===== src/rtl/mem_cache_stage.sv =====
// mem_cache_stage: direct-mapped, one-word-per-line cache for the MEM pipeline
// stage. Load hits return data in the same cycle. Load misses stall and refill
// the line from main memory. Stores are write-through and write-no-allocate:
// a store updates the line only when it already holds that address.
//
// Ports:
//   clk, rst_n               clock, asynchronous active-low reset
//   MemRead, MemWrite        load / store request (held by upstream while stall=1)
//   ALUResult, writeData     byte address (word aligned) and store data
//   hit, readData            load data valid / load data toward MEM/WB
//   stall                    freeze upstream pipeline
//   mem_req, mem_we          main-memory request / write enable
//   mem_addr, mem_wdata      main-memory word address / store data
//   mem_ready, mem_rdata     main-memory completion pulse / read data
//   hit_count, miss_count    saturating load hit / miss statistics
module mem_cache_stage #(
  parameter int LINES = 16
) (
  input  logic        clk,
  input  logic        rst_n,
  input  logic        MemRead,
  input  logic        MemWrite,
  input  logic [31:0] ALUResult,
  input  logic [31:0] writeData,
  output logic        hit,
  output logic [31:0] readData,
  output logic        stall,
  output logic        mem_req,
  output logic        mem_we,
  output logic [31:0] mem_addr,
  output logic [31:0] mem_wdata,
  input  logic        mem_ready,
  input  logic [31:0] mem_rdata,
  output logic [15:0] hit_count,
  output logic [15:0] miss_count
);

  localparam int IDX_W = $clog2(LINES);
  localparam int TAG_W = 30 - IDX_W;

  typedef enum logic [1:0] {IDLE, READ, WRITE, DONE} state_e;

  state_e            state_q, state_d;
  logic              was_read_q, was_read_d;
  logic [LINES-1:0]  valid_q;
  logic [TAG_W-1:0]  tag_mem  [LINES];
  logic [31:0]       data_mem [LINES];
  logic [15:0]       hit_cnt_q, miss_cnt_q;

  logic [IDX_W-1:0]  idx;
  logic [TAG_W-1:0]  tag;
  logic              lookup_hit;
  logic              hit_inc, miss_inc;
  logic              line_wr, refill;
  logic [31:0]       line_wdata;

  assign idx        = ALUResult[IDX_W+1:2];
  assign tag        = ALUResult[31:IDX_W+2];
  assign lookup_hit = valid_q[idx] && (tag_mem[idx] == tag);

  // Upstream holds the address and data steady during a stall, so memory
  // address/data can be driven straight from the inputs.
  assign mem_addr   = ALUResult & 32'hFFFF_FFFC;
  assign mem_wdata  = writeData;
  assign hit_count  = hit_cnt_q;
  assign miss_count = miss_cnt_q;

  always_comb begin
    state_d    = state_q;
    was_read_d = was_read_q;
    hit        = 1'b0;
    readData   = 32'h0;
    stall      = 1'b0;
    mem_req    = 1'b0;
    mem_we     = 1'b0;
    hit_inc    = 1'b0;
    miss_inc   = 1'b0;
    line_wr    = 1'b0;
    refill     = 1'b0;
    line_wdata = writeData;
    unique case (state_q)
      IDLE: begin
        if (MemWrite) begin
          // Store: update the line only on a hit (no allocate), then go
          // write through to memory.
          stall      = 1'b1;
          line_wr    = lookup_hit;
          was_read_d = 1'b0;
          state_d    = WRITE;
        end else if (MemRead) begin
          if (lookup_hit) begin
            hit      = 1'b1;
            readData = data_mem[idx];
            hit_inc  = 1'b1;
          end else begin
            stall      = 1'b1;
            miss_inc   = 1'b1;
            was_read_d = 1'b1;
            state_d    = READ;
          end
        end
      end
      READ: begin
        mem_req = 1'b1;
        stall   = 1'b1;
        if (mem_ready) begin
          line_wr    = 1'b1;
          refill     = 1'b1;
          line_wdata = mem_rdata;
          state_d    = DONE;
        end
      end
      WRITE: begin
        mem_req = 1'b1;
        mem_we  = 1'b1;
        stall   = 1'b1;
        if (mem_ready) state_d = DONE;
      end
      DONE: begin
        // The refilled line is already in the array, and the index is still
        // held by upstream, so the load data is read back from the line.
        if (was_read_q) begin
          hit      = 1'b1;
          readData = data_mem[idx];
        end
        state_d = IDLE;
      end
      default: state_d = IDLE;
    endcase
    // Reset must quiet the outputs immediately, even while a load is
    // presented to the (now empty) cache.
    if (!rst_n) begin
      hit      = 1'b0;
      readData = 32'h0;
      stall    = 1'b0;
    end
  end

  always_ff @(posedge clk or negedge rst_n) begin
    if (!rst_n) begin
      state_q    <= IDLE;
      was_read_q <= 1'b0;
      valid_q    <= '0;
      hit_cnt_q  <= 16'h0;
      miss_cnt_q <= 16'h0;
    end else begin
      state_q    <= state_d;
      was_read_q <= was_read_d;
      if (refill) valid_q[idx] <= 1'b1;
      if (hit_inc && (hit_cnt_q != 16'hFFFF)) hit_cnt_q <= hit_cnt_q + 16'h1;
      if (miss_inc && (miss_cnt_q != 16'hFFFF)) miss_cnt_q <= miss_cnt_q + 16'h1;
    end
  end

  // Tag/data arrays carry no reset; the valid bits alone qualify them.
  always_ff @(posedge clk) begin
    if (line_wr && rst_n) data_mem[idx] <= line_wdata;
    if (refill && rst_n)  tag_mem[idx]  <= tag;
  end

endmodule


===== config.mk =====
export PLATFORM = sky130hd
export DESIGN_NAME = mem_cache_stage
export DESIGN_NICKNAME = d
export VERILOG_FILES = /design/src/rtl/mem_cache_stage.sv
export SDC_FILE = /design/constraint.sdc
export NUM_CORES = 1
export LEC_CHECK = 0
export CAP_MARGIN = 20
export CORE_ASPECT_RATIO = 0.7
export CORE_MARGIN = 3
export CORE_UTILIZATION = 40
export DETAILED_ROUTE_END_ITERATION = 10
export PLACE_DENSITY_LB_ADDON = 0.05
export SETUP_SLACK_MARGIN = 0.5
export SLEW_MARGIN = 25
export SYNTH_ARGS = -nofsm -noshare
export SYNTH_HDL_FRONTEND = slang
export SYNTH_SLANG_ARGS = --single-unit

===== constraint.sdc =====
create_clock -name clk -period 13.9 [get_ports clk]
set_input_delay 3.475 -clock clk [delete_from_list [all_inputs] [get_ports clk]]
set_output_delay 3.475 -clock clk [all_outputs]
set_load 0.01 [all_outputs]

==> metrics.yaml <==
sta:
  fin_crit_ps: 11830
  max_freq_mhz: 84.5
  fin_tns_setup_ps: 0
  worst_clock_skew_ps: 19.7
  fin_ws_ps: 2070
  worst_pin_slew_ps: 944
  slew_violations: 0
  setup_viol: 0
  final-hold-violation-count: 0
  post-route-period-util_pct: 85.1
  rsz0062_at_grt: "no"
  slew_headroom_pct: 36.5
placement:
  place_ws_ps: 1960
  gp_congestion: 0.752
  numPortBuffers: 228
  dp.final_hpwl_mm: 55.8
global_route:
  grt_busiest_layer: "met2"
  grt_start_max_net_pins: 70
  antenna_found_initial: 6
  grt_pass1_vias: 20300
  grt_util_met3_pct: 3.48
  grt_pass1_wl_mm: 144
  grt-ovfl-total: 0
  track_usage_pct: 19.2
  grt_use_met2_pct: 29.3
  met1_usage_pct: 29.1
route:
  antenna_left: 0
  vias: 19700
  wirelength_mm: 99.0
  drc_errors: 0
  firstDrtPassIters: 5
  avgViaCountPerCell: 5.43
  wl_per_cell_um: 27.2
  drt-initial-drc-count: 1570
synth:
  yosysSeqAreaShare_pct: 73.2
  ys_warn_count: 0
  ys_types: 75
  async_flop_share_pct: 5.21
  syn-instance-count: 2011
  yosys_most_used_dff: "edfxtp_1"
  synth.avg_cell_area_um2: 19.8
  ys_seq_elements: 979
  synth_edf_count: 928
  netlist_area_um2: 39800
worst_setup_path:
  worst_setup_path_start_kind: "input port"
  crit_chain: "buf_6 -> buf_4 -> mux4_2 -> mux2i_1 -> xor2_1 -> nand2_1 -> nor4_1 -> a22o_1 -> and3_1 -> a22o_1 -> nand3b_1 -> buf_4 -> nor2b_1 -> clkdlybuf4s50_1"
  end_kind: "primary output"
  path_class: "input port to primary output"
  critPathSlowestCell: "nor4_1"
  arrival_ps: 8350
  max_stage_delay_ps: 740
  crit_fanout: 65
  required_ps: 10430
clock_network:
  path_clk_slew_ps: 60
  cts_buffers: 95
  clock_path_buffers: 3
  cts_setup_buffers: 0
  cts_hold_buf: 0
  insertion_delay_ps: 670
  cts_tree: "yes"
  cts_root_buf: "clkbuf_16"
  clock-sinks: 979
  h-tree-depth: 3
  cts_resized: 0
floorplan:
  die_w_um: 383
  io_pins: 233
  die-area_um2: 103000
  row_count: 96
  start_util_pct: 40.5
  coreArea_um2: 98400
  die-height_um: 270
outcome:
  outcome: "finished clean"
pwr:
  leakage_uw: 0.0151
  vdd_drop_max_mv: 0.0949
  p_per_area_nw_per_um2: 140
layout:
  nets: 2347
  area_growth_syn_to_layout_pct: 16.4
  layout-drive-gt1-share_pct: 21.6
worst_hold_path:
  hold_path_class: "flop to flop"
flow_run:
  cap_violations: 0
per-stage QoR:
stage / instances / hold slack, ps / util, % / total power [uW] / instance area, um^2
after floorplan: 2012 / 437 / - / 3810 / 39800
after global placement: 3465 / 454 / 44.1 / 4060 / 43400
after detailed placement: 3465 / 458 / 44.1 / 4080 / 43400
after CTS: 3634 / 478 / 47.1 / 6580 / 46400
after global routing: 3635 / 505 / 47.1 / 6740 / 46400
final: 3635 / 474 / 47.1 / 6480 / 46400
layout by cell type, fill, tap and decap left out, drive strengths merged, types with 7 or more instances in the layout:
cell type	n
a22o	8
xor2	21
ha	7
nand2b	11
mux2	15
nor2	37
o21bai	17
xnor2	40
buf	72
o21ai	13
nand3	29
nor2b	36
clkinv	40
bufinv	7
o22ai	7
edfxtp	928
and3	11
nand2	141
a22oi	15
a2111oi	9
clkdlybuf4s50	222
inv	18
mux4	237
clkbuf	120
nor3	25
nand4	8
a21oi	9
dfrtp	51
mux2i	83
final timing paths:
check | startpoint | to | slack (ps) | depth (start not counted)
worst max register to register | tag_mem[14][7]$_DFFE_PP_ | data_mem[10][21]$_DFFE_PP_ | 8720 | 13
worst min-delay path | valid_q[15]$_DFFE_PN0P_ | valid_q[15]$_DFFE_PN0P_ | 470 | 1
worst max-delay path | ALUResult[5] | readData[25] | 2070 | 14
max in group asynchronous | rst_n | valid_q[2]$_DFFE_PN0P_ | 10290 | 2
worst min register to register | valid_q[15]$_DFFE_PN0P_ | valid_q[15]$_DFFE_PN0P_ | 470 | 1
min in group asynchronous | rst_n | hit_count[0]$_DFFE_PN0P_ | 3130 | 2
metal layers:
metal | routed length, um | vias to the layer above
met5 | 0 | -
met4 | 1890 | 0
met3 | 4830 | 125
met2 | 45500 | 487
met1 | 46700 | 10600
li1 | - | 8565
synth_stat cells, types with 4 or more instances:
library cell  count  area, um^2
xor2_1           21         184
clkbuf_1         39         146
edfxtp_1        928       27900
dfrtp_1          51        1280
inv_1            15        56.3
buf_2            14        70.1
mux4_2          237        5340
a22o_1            8        70.1
o21bai_1         17         128
or2_2             4        25.0
nor2b_1          36         225
a21oi_1           9        45.0
nand4_1           6        37.5
xnor2_1          40         350
a2111oi_0         8        70.1
ha_1              7        87.6
nor3_1           12        60.1
o21ai_0          12        60.1
a221oi_1          5        43.8
nand2b_1         11        68.8
and2_1            5        31.3
a22oi_1          15         113
mux2i_1          83         831
mux2_2           14         158
nor3_2           13         130
o2111ai_1         6        52.6
nor2_1           36         135
nand2_1         141         529
nand3_1          29         145
buf_1            17        63.8
and4_1            5        43.8
buf_4            75         563
and3_1           10        62.6
o22ai_1           7        43.8
buf_6            16         180
state kept, by name (all words and copies together) (netlist names):
register / flops
valid_q: 16
miss_count: 16
data_mem: 512
tag_mem: 416
was_read_q: 1
hit_count: 16
state_q: 2
kinds of logic after synthesis:
| family | synth area share, % |
|---|---|
| buf+inv | 2.86 |
| simple gates | 4.16 |
| other cells | 0.00942 |
| xor+xnor | 1.34 |
| flops | 73.2 |
| fa+ha+maj | 0.220 |
| compound gates | 2.33 |
| mux | 15.9 |
where the power goes:
group / internal [uW] / leakage [uW] / switching, uW
logic: 237 / 0.00465 / 376
clock network: 1410 / 0.00144 / 1070
registers: 3360 / 0.00902 / 27.3
total: 5010 / 0.0151 / 1470
area by class of cell:
type                       count  area, um^2
inverter                      17        63.8
tap                         1323        1660
timing repair buffer         294        2780
multi-input combinational    852        9780
sequential                   979       29100
antenna                        1        2.50
fill                        8254       52000
clock inverter                49         415
clock buffer                 120        2530
critical path: cells and delay by family:
family	cells	cell delay, ps
xor gates and xnor gates	1	190
muxes	2	580
buffers and inverters	4	2060
and+or+nand+nor	5	1360
AOI/OAI and AO/OA	2	590
Power figures use the tool's default switching activity.
